===== src/rtl/pc_stack_unit.sv =====
// pc_stack_unit: program counter for the accumulator CPU.
// Supports increment, absolute jump, conditional relative branch, a bounded
// LIFO of return addresses for CALL/RET, and sticky HALTED/FAULT states.
// All state advances on the falling edge of i_clk; outputs come straight
// from registers, so they show the result of the op sampled one edge earlier.
module pc_stack_unit #(
    parameter int N_ADDR      = 11,
    parameter int STACK_DEPTH = 4,
    parameter int RESET_ADDR  = 0
) (
    input  logic                               i_clk,
    input  logic                               i_reset,
    input  logic                               i_en,
    input  logic [2:0]                         i_op,
    input  logic                               i_cond,
    input  logic [N_ADDR-1:0]                  i_target,
    input  logic [N_ADDR-1:0]                  i_offset,
    output logic [N_ADDR-1:0]                  o_pc,
    output logic [$clog2(STACK_DEPTH+1)-1:0]   o_depth,
    output logic                               o_halted,
    output logic                               o_fault,
    output logic [1:0]                         o_fault_code
);

    localparam int DEPTH_W = $clog2(STACK_DEPTH + 1);

    localparam logic [N_ADDR-1:0]  RST_PC     = N_ADDR'(RESET_ADDR);
    localparam logic [DEPTH_W-1:0] FULL_DEPTH = DEPTH_W'(STACK_DEPTH);

    localparam logic [2:0] OP_INC    = 3'b001;
    localparam logic [2:0] OP_JUMP   = 3'b010;
    localparam logic [2:0] OP_BRANCH = 3'b011;
    localparam logic [2:0] OP_CALL   = 3'b100;
    localparam logic [2:0] OP_RET    = 3'b101;
    localparam logic [2:0] OP_HALT   = 3'b110;

    localparam logic [1:0] CODE_NONE      = 2'b00;
    localparam logic [1:0] CODE_OVERFLOW  = 2'b01;
    localparam logic [1:0] CODE_UNDERFLOW = 2'b10;

    typedef enum logic [1:0] {
        ST_RUN    = 2'b00,
        ST_HALTED = 2'b01,
        ST_FAULT  = 2'b10
    } state_t;

    // Relative branch target: base plus a sign-interpreted offset, wrapping
    // modulo 2^N_ADDR with no overflow detection.
    function automatic logic [N_ADDR-1:0] add_offset(
        input logic        [N_ADDR-1:0] base,
        input logic signed [N_ADDR-1:0] off
    );
        return base + $unsigned(off);
    endfunction

    state_t              r_state;
    logic [N_ADDR-1:0]   r_pc;
    logic [DEPTH_W-1:0]  r_depth;
    logic [1:0]          r_fault_code;
    logic [N_ADDR-1:0]   r_stack [STACK_DEPTH];

    state_t              w_state_next;
    logic [N_ADDR-1:0]   w_pc_next;
    logic [DEPTH_W-1:0]  w_depth_next;
    logic [1:0]          w_code_next;
    logic                w_push;
    logic [N_ADDR-1:0]   w_pc_inc;
    logic [DEPTH_W-1:0]  w_depth_dec;
    logic [N_ADDR-1:0]   w_pop_data;

    assign w_pc_inc    = r_pc + N_ADDR'(1);
    assign w_depth_dec = r_depth - DEPTH_W'(1);

    // Select the top-of-stack entry (entry [depth-1]) for RET.
    always_comb begin
        w_pop_data = '0;
        for (int k = 0; k < STACK_DEPTH; k++) begin
            if (w_depth_dec == DEPTH_W'(k)) begin
                w_pop_data = r_stack[k];
            end
        end
    end

    // Next-state and datapath decode; only RUN with i_en set can change anything.
    always_comb begin
        w_state_next = r_state;
        w_pc_next    = r_pc;
        w_depth_next = r_depth;
        w_code_next  = r_fault_code;
        w_push       = 1'b0;
        if (r_state == ST_RUN && i_en) begin
            case (i_op)
                OP_INC:    w_pc_next = w_pc_inc;
                OP_JUMP:   w_pc_next = i_target;
                OP_BRANCH: w_pc_next = i_cond ? add_offset(w_pc_inc, i_offset) : w_pc_inc;
                OP_CALL: begin
                    if (r_depth != FULL_DEPTH) begin
                        w_push       = 1'b1;
                        w_depth_next = r_depth + DEPTH_W'(1);
                        w_pc_next    = i_target;
                    end else begin
                        w_state_next = ST_FAULT;
                        w_code_next  = CODE_OVERFLOW;
                    end
                end
                OP_RET: begin
                    if (r_depth != '0) begin
                        w_pc_next    = w_pop_data;
                        w_depth_next = w_depth_dec;
                    end else begin
                        w_state_next = ST_FAULT;
                        w_code_next  = CODE_UNDERFLOW;
                    end
                end
                OP_HALT:   w_state_next = ST_HALTED;
                default:   ;
            endcase
        end
    end

    // Control and PC registers; reset overrides any op in flight.
    always_ff @(negedge i_clk) begin
        if (i_reset) begin
            r_state      <= ST_RUN;
            r_pc         <= RST_PC;
            r_depth      <= '0;
            r_fault_code <= CODE_NONE;
        end else begin
            r_state      <= w_state_next;
            r_pc         <= w_pc_next;
            r_depth      <= w_depth_next;
            r_fault_code <= w_code_next;
        end
    end

    // Return-address array: write pc+1 into entry [depth] on a push.
    // Contents are never cleared; depth alone defines which entries are valid.
    always_ff @(negedge i_clk) begin
        for (int k = 0; k < STACK_DEPTH; k++) begin
            if (w_push && !i_reset && r_depth == DEPTH_W'(k)) begin
                r_stack[k] <= w_pc_inc;
            end
        end
    end

    assign o_pc         = r_pc;
    assign o_depth      = r_depth;
    assign o_halted     = (r_state == ST_HALTED);
    assign o_fault      = (r_state == ST_FAULT);
    assign o_fault_code = r_fault_code;

endmodule


===== config.mk =====
export PLATFORM = sky130hd
export DESIGN_NAME = pc_stack_unit
export DESIGN_NICKNAME = d
export VERILOG_FILES = /design/src/rtl/pc_stack_unit.sv
export SDC_FILE = /design/constraint.sdc
export NUM_CORES = 1
export LEC_CHECK = 0
export ABC_AREA = 1
export CAP_MARGIN = 20
export CORE_MARGIN = 2
export CORE_UTILIZATION = 56
export DETAILED_ROUTE_END_ITERATION = 10
export PLACE_DENSITY = 0.8
export SLEW_MARGIN = 10
export SYNTH_ARGS = -nofsm -noshare
export SYNTH_HDL_FRONTEND = slang
export SYNTH_SLANG_ARGS = --single-unit

===== constraint.sdc =====
create_clock -name i_clk -period 3 [get_ports i_clk]
set_input_delay 0.6 -clock i_clk [delete_from_list [all_inputs] [get_ports i_clk]]
set_output_delay 0.6 -clock i_clk [all_outputs]
set_load 0.01 [all_outputs]

=== After elaboration in Yosys (flattened, before gate mapping) ===
Memory sizes are Yosys's and may differ from the RTL's.
Index checks and enable logic that the tools add are counted.

* Register bits: 18
* RAM bits: 44
* Bits of input ports: 29
* Output and inout port bits: 18
* Logic and storage cells: 85
* Memories: 1

{| class="wikitable"
|+ Memory list
! name !! words !! bits a word !! rd ports !! clocked after memory_dff !! wr ports !! line !! text
|-
| r_stack || 4 || 11 || 4 || 0 || 1 || 60 || <nowiki>logic [N_ADDR-1:0] r_stack [STACK_DEPTH];</nowiki>
|}

* $add $sub $neg: 4
* Equality and inequality tests: 19
* Multiplexer cells: 36
* Reduce and logical (&&, ||, !) cells: 21

{| class="wikitable"
|+ Operators by type and width
! cell !! count
|-
| two-way mux 11 bit || 10
|-
| case mux 11 bit (5 select lines) || 1
|-
| OR reduction 11 bit || 3
|-
| equality test 3 x 2 -> 1 bit (second input constant) || 6
|-
| AND reduction 4 bit || 4
|-
| two-way mux 1 bit || 14
|-
| two-way mux 2 bit || 6
|-
| adder 11 x 1 -> 11 bit (second input constant) || 1
|-
| adder 11 bit || 1
|-
| equality test 3 x 1 -> 1 bit (second input constant) || 3
|-
| equality test 3 bit (second input constant) || 3
|-
| != test 2 bit (second input constant) || 4
|-
| logical AND 1 bit || 6
|-
| zero test 3 bit || 2
|-
| two-way mux 3 bit || 2
|-
| case mux 2 bit (3 select lines) || 1
|-
| case mux 3 bit (2 select lines) || 1
|-
| nonzero test 3 bit || 2
|-
| nonzero test 5 bit || 1
|-
| case mux 2 bit (2 select lines) || 1
|-
| adder 3 x 1 -> 3 bit (second input constant) || 1
|-
| != test 3 bit (second input constant) || 1
|-
| subtractor 3 x 1 -> 3 bit (second input constant) || 1
|-
| equality test 2 x 1 -> 1 bit (second input constant) || 1
|-
| 4 further kinds || 4
|}

=== Longest topological paths before layout ===
Gate-level depths: netlist of run 1.

* Depth after elaboration: 12
* Gate-level depth with buffers: 21
* Depth with buffers taken out: 21

==> metrics.md, run 1 <==
| Metric | Value |
|---|---|
| Share of layout cells above drive strength 1 | 40.7% |
| Number of routed nets with antenna violations | 0 |
| Clk buf depth | 2 |
| Area Overhead vs Synth | 57.7% |
| Clock Latency Late Sink | 440 ps |
| Post-DP HPWL | 8.23 mm |
| Buffers on Ports | 46 |
| Clock sink total | 62 |
| DIE HEIGHT | 86.2 microns |
| Avg Inst Size Synth | 8.32 sq um |
| Fin util | 92.4% |
| CP Launch Type | input port |
| Routed Wire Length | 16.7 mm |
| Post-synth top cells | 97 x nand2_1, 57 x inv_1, 44 x edfxtp_1, 38 x nand3_1, 34 x a21oi_1 |
| Final setup viols | 66 |
| First-pass DRT Iterations | 11 |
| Cell count after synthesis | 455 |
| Power, Total | 0.00296 W |
| Initial Util | 58.6% |
| Post-synth top area share | 34.9% |
| Synth Area in Adders | 6.81% |
| MaxCap Viol Count | 0 |
| Reg clk slew, reported paths | 60 ps |
| Reg2Reg Setup Slack | -300 ps |
| Status | complete, but fails checks |
| Top-count cell post-synth | nand2_1 |
| Final slew viol count | 0 |
| DR WL/cell | 22.9 microns |
| Asr flop ratio synth | 0% |
| Post-synthesis cell type count | 40 |
| Crit path max fanout | 3 |
| Crit path capture type | register |
| RSZ-0062 raised after global routing | true |
| Post-route DRC | 40 |
| Final Hold Viols | 0 |
| First-pass GRT wire length | 20.0 mm |
| Dpl ws | -1060 ps |
| Setup TNS | -8460 ps |
| Via count | 4,677 |
| # hold bufs at CTS | 0 |
| Compound-Gate Fraction of Synth Area | 14.2% |
| Post-Syn Area | 3780 sq um |
| Main area contributors after synthesis | edfxtp_1 35%, nand2_1 9.6%, dfxtp_1 9.5% |
| Root Driver | clkbuf_8 |
| Post-DP Area | 5000 sq um |
| Largest area contributor in the netlist | edfxtp_1 |
| Worst clock skew | 55.1 ps |
| Core area | 6460 sq um |
| Required time of the critical path | 1800 ps |
| Largest family of logic cells by synthesized area | simple AND/OR/NAND/NOR gates |
| Worst Max-Slew Pin Slew | 890 ps |
| Rows | 29 |
| Worst EP arrival | 2170 ps |
| Vias per std cell | 6.41 |
| Slew HR | 40.5% |
| Synth Area in XOR/XNOR | 2.31% |
| Seq cells post-synth | 62 |
| Antenna cells | 0 |
| Vias in the first global route | 4,224 |
| Failing checks | DRC, setup timing |
| Yosys warnings | 0 |
| Post-synth EDFFs | 44 |
| Post-Synth Simple-Gate Area | 23.0% |
| Final design area excluding fillers | 5970 sq um |
| Pin count of the biggest net entering global routing | 23 |
| WS Path Type | input port to register |
| Synth Net Count | 504 |
| Top FF cell, synth | edfxtp_1 |
| Gp weighted congestion | 0.966 |
| Sequential area share after synthesis | 44.4% |
| Layout Nets | 697 |
| Ports | 47 |
| Iteration-0 DRC Markers | 988 |
| Global Route Usage Sum | 35.6% |
| Multiplexer share of the synthesized area | 0% |
| H-tree lvl count | 3 |
| Clock tree from TritonCTS | built |
| Leak Pwr | 2.87 nW |
| Worst setup margin | -367 ps |
| Initial antenna violation count | 0 |
| Power per cell area | 496 nW/um^2 |
| Total CTS buffers | 9 |
| VDD IR max | 0.000312 V |
| Total grt overflow | 0 |
| Tightest Hold Check Type | register to register |
| Die width | 86.2 microns |
| DIE AREA | 7430 sq um |
-- flip-flops by register name, indices dropped and copies added, names as in the netlist --
signal and flops:
o_fault_code 2, r_state 2, o_depth 3, o_pc 11
r_stack 44
-- cells by family (layout without fill, tap and decap cells) --
kind of cell | after synthesis | after routing
and+or+nand+nor | 194 | 194
AOI/OAI and AO/OA | 92 | 92
buffers and inverters | 77 | 275
DFF | 62 | 62
adders and majority gates | 20 | 20
xor gates and xnor gates | 10 | 10
-- cells in the final DEF, fill, tap and decap left out, types with 4 or more instances in the layout --
cell type	instances
clkdlybuf4s50_1	12
ha_4	10
a31oi_1	4
buf_6	28
dfxtp_1	8
ha_1	9
nand2_2	14
dfxtp_2	10
nor2_4	13
nand4_1	5
o21ai_0	17
nor2_1	21
o21ai_1	10
inv_2	16
clkbuf_8	9
nand2_4	11
edfxtp_1	44
inv_4	6
a21oi_4	4
nand3_1	29
buf_2	17
buf_4	63
a21oi_1	16
xor2_1	7
o211ai_1	12
buf_8	4
inv_1	106
o21ai_2	4
nand3_2	10
nand2_1	76
a21oi_2	15
-- final timing paths --
path / startpoint / end / depth (start not counted)
worst min register to register: o_fault_code[1] / o_fault_code[1] / 2
worst min-delay path: o_fault_code[1] / o_fault_code[1] / 2
worst max-delay path: i_offset[0] / o_pc[8] / 15
worst max register to register: o_pc[0] / o_pc[10] / 19
-- critical path: stages --
cell and delay (ps):
buf_8 100, ha_4 170, inv_2 70, fa_2 230, inv_2 70, a21oi_2 180
inv_2 80, nand3_2 80, nand2_1 70, nand2_1 80, nand3_1 80, nand2_1 110
inv_1 50, nor2_1 130, nor2_1 50
-- per-layer routing --
| layer | share of wire [%] | up-vias | track usage, % |
|---|---|---|---|
| li1 | - | 1932 | - |
| met1 | 33 | 2093 | 41.1 |
| met2 | 45 | 472 | 59.8 |
| met4 | 8.4 | 0 | 18.6 |
| met5 | 0 | - | 0 |
| met3 | 13 | 180 | 10.8 |
-- through the flow --
| stage | hold slack [ps] | std cells |
|---|---|---|
| final | 523 | 730 |
| after global routing | 553 | 730 |
| after CTS | 493 | 724 |
| after detailed placement | 485 | 631 |
| after global placement | 475 | 631 |
| after floorplan | 464 | 455 |
-- timing repair --
action,4_1_cts,5_1_grt
pin swaps,63,42
setup endpoints to repair,80,67
setup buffers,15,12
cloned,2,0
resized for setup,208,68
-- area by class of cell --
class / count / area [sq um]
Inverter: 63 / 249
Clock inverter: 69 / 287
Fill cell: 232 / 493
Timing Repair Buffer: 134 / 1170
Multi-Input combinational cell: 316 / 2350
Sequential cell: 62 / 1690
Tap cell: 77 / 96.3
Clock buffer: 9 / 124
-- where the power goes --
part | switching, W | total, W | internal [W]
combinational | 0.000494 | 0.000844 | 0.000350
clock | 0.000721 | 0.00114 | 0.000423
sequential | 0.0000181 | 0.000969 | 0.000951
Note: power is estimated with default switching activity, not from simulation.
==> run 2, diff against run 1 <==
- CORE_UTILIZATION: 56 -> 50
- PLACE_DENSITY: 0.8 -> 0.73
- RECOVER_POWER: unset -> 25
==> run 2 against run 1 <==
Effect of this change:
- the run ends with setup timing left
- routed wire length fell by 24%
- cell count is 3.6% higher
- die area rose by 11%
- core utilization is 11 points lower
- power shrank 5.0%
- via count shrank 12%
- first-iteration DRC count down 57%
- critical path type unchanged
==> metrics.md, run 2 (same netlist as run 1, synthesis figures left out) <==
| Metric | Value |
|---|---|
| Clock tree from TritonCTS | built |
| Failing checks | setup timing |
| Antenna cells | 0 (unchanged) |
| Via count | 4,134 (-12%) |
| Iteration-0 DRC Markers | 429 (-57%) |
| Post-DP Area | 5030 sq um (+0.70%) |
| DIE HEIGHT | 91.0 microns (+5.6%) |
| H-tree lvl count | 3 (unchanged) |
| Worst Max-Slew Pin Slew | 632 ps (-258 ps) |
| Final Hold Viols | 0 (unchanged) |
| WS Path Type | input port to register |
| MaxCap Viol Count | 0 (unchanged) |
| Crit path max fanout | 5 (+2) |
| DR WL/cell | 16.9 microns (-26%) |
| RSZ-0062 raised after global routing | true |
| Gp weighted congestion | 0.925 (-4.3%) |
| Initial antenna violation count | 0 (unchanged) |
| Clock Latency Late Sink | 410 ps (-30 ps) |
| Most frequent cells in the layout | 107 x inv_1, 80 x nand2_1, 71 x buf_4 |
| Routed Wire Length | 12.8 mm (-24%) |
| Hold path cells | 2 (unchanged) |
| Worst EP arrival | 1770 ps (-400 ps) |
| Vias in the first global route | 4,168 (-1.3%) |
| First-pass GRT wire length | 18.8 mm (-6.0%) |
| Tightest Hold Check Type | register to register |
| Crit path largest cell delay | 220 ps (about the same) |
| Required time of the critical path | 1600 ps (-200 ps) |
| First-pass DRT Iterations | 6 (-5) |
| Slew HR | 57.8% (+17 points) |
| Initial Util | 51.9% (-6.7 points) |
| Leak Pwr | 2.84 nW (-1.2%) |
| Post-route DRC | 0 (-100%) |
| Reg2Reg Setup Slack | 190 ps (+490 ps) |
| Power per cell area | 473 nW/um^2 (-4.5%) |
| Buffers on Ports | 46 (unchanged) |
| Layout Nets | 701 (+0.57%) |
| Worst Hold Launch | o_fault_code[1] |
| Final setup viols | 58 (-12%) |
| Ports | 47 (unchanged) |
| Root Driver | clkbuf_8 |
| Crit path capture type | register |
| VDD IR max | 0.000285 V (-8.6%) |
| Worst clock skew | 25.4 ps (-29.7 ps) |
| Reg-to-Reg Start | o_pc[2] |
| Final slew viol count | 0 (unchanged) |
| Number of routed nets with antenna violations | 0 (unchanged) |
| Critical-path cell list | buf_8 -> nor2_4 -> nand2_2 -> a21oi_4 -> nand3_4 -> buf_12 -> nor3_4 -> clkbuf_16 |
| Total grt overflow | 0 (unchanged) |
| Dpl ws | -1050 ps (+12.9 ps) |
| Critical-path cell with the highest stage delay | nor3_4 |
| Reg clk slew, reported paths | 30 ps (-30 ps) |
| CP Launch Type | input port |
| Reg2Reg Capture Point | o_pc[9] |
| Clock sink total | 62 (unchanged) |
| Share of layout cells above drive strength 1 | 39.1% (-1.6 points) |
| Vias per std cell | 5.47 (-15%) |
| Core area | 7290 sq um (+13%) |
| Top reg by flops | r_stack |
| FF-to-FF path depth | 16 (-3) |
| Hold endpoint | o_fault_code[1] |
| Die width | 91.0 microns (+5.6%) |
| Total CTS buffers | 9 (unchanged) |
| Final design area excluding fillers | 5940 sq um (-0.50%) |
| Clk buf depth | 2 (unchanged) |
| DIE AREA | 8280 sq um (+11%) |
| Rows | 31 (+6.9%) |
| Commonest non-fill, non-tap cell in the layout | inv_1 |
| Worst setup margin | -177 ps (+191 ps) |
| Max reg flops | 44 (unchanged) |
| Post-DP HPWL | 7.71 mm (-6.2%) |
| Global Route Usage Sum | 28.7% (-6.9 points) |
| Status | complete, but fails checks |
| Pin count of the biggest net entering global routing | 23 (unchanged) |
| Area Overhead vs Synth | 56.9% |
run 2: how the worst max path moves through the flow:
stage / depth (start not counted) / to / from
after floorplan: 11 / o_pc[2] / i_offset[0]
after global placement: 12 / o_pc[2] / i_offset[0]
after detailed placement: 14 / o_pc[8] / i_offset[0]
after CTS: 12 / o_pc[2] / i_offset[0]
after global routing: 14 / o_pc[10] / i_offset[0]
final: 8 / r_stack[0][8] / i_op[1]
run 2: layout make-up:
class / instances / area (sq um)
clock inverter: 69 / 295
clock buffer: 9 / 124
multi-input combinational: 316 / 2270
timing repair buffer: 138 / 1180
sequential: 62 / 1690
tap: 99 / 124
inverter: 63 / 251
fill: 456 / 1360
run 2: critical path: cells and delay by family:
kind,cells,cell delay (ps)
compound gates,1,170
buf+inv,3,460
simple gates,4,530
run 2: stage by stage:
stage          hold slack, ps  util (%)  total power [W]  cells  TNS, ps
5_1_grt                   525      81.4          0.00296    756    -8750
3_5_place_dp              480      69.0          0.00170    654   -49010
4_1_cts                   486      79.0          0.00269    751    -3690
2_1_floorplan             464         -          0.00144    455   -13020
3_3_place_gp              483      69.0          0.00169    654   -47530
6_report                  470      81.4          0.00281    756    -6000
run 2: metal layers:
layer / vias to the layer above / part of all wire (%) / track usage (%)
met5: - / 0 / 0
met4: 0 / 3.8 / 15.9
met3: 49 / 7.9 / 5.23
met2: 222 / 51 / 50.2
met1: 1928 / 38 / 33.0
li1: 1935 / - / -
run 2: what timing repair did:
action                     4_1_cts  5_1_grt
pin swaps                       54       35
hold buffers                     0        0
cloned                           2        0
buffers inserted                18        7
setup endpoints to repair       80       62
gates resized for setup        189       63
run 2: power breakdown:
group / switching (W) / internal, W
combinational: 0.000417 / 0.000341
sequential: 0.0000123 / 0.000952
clock: 0.000601 / 0.000485
total: 0.00103 / 0.00178
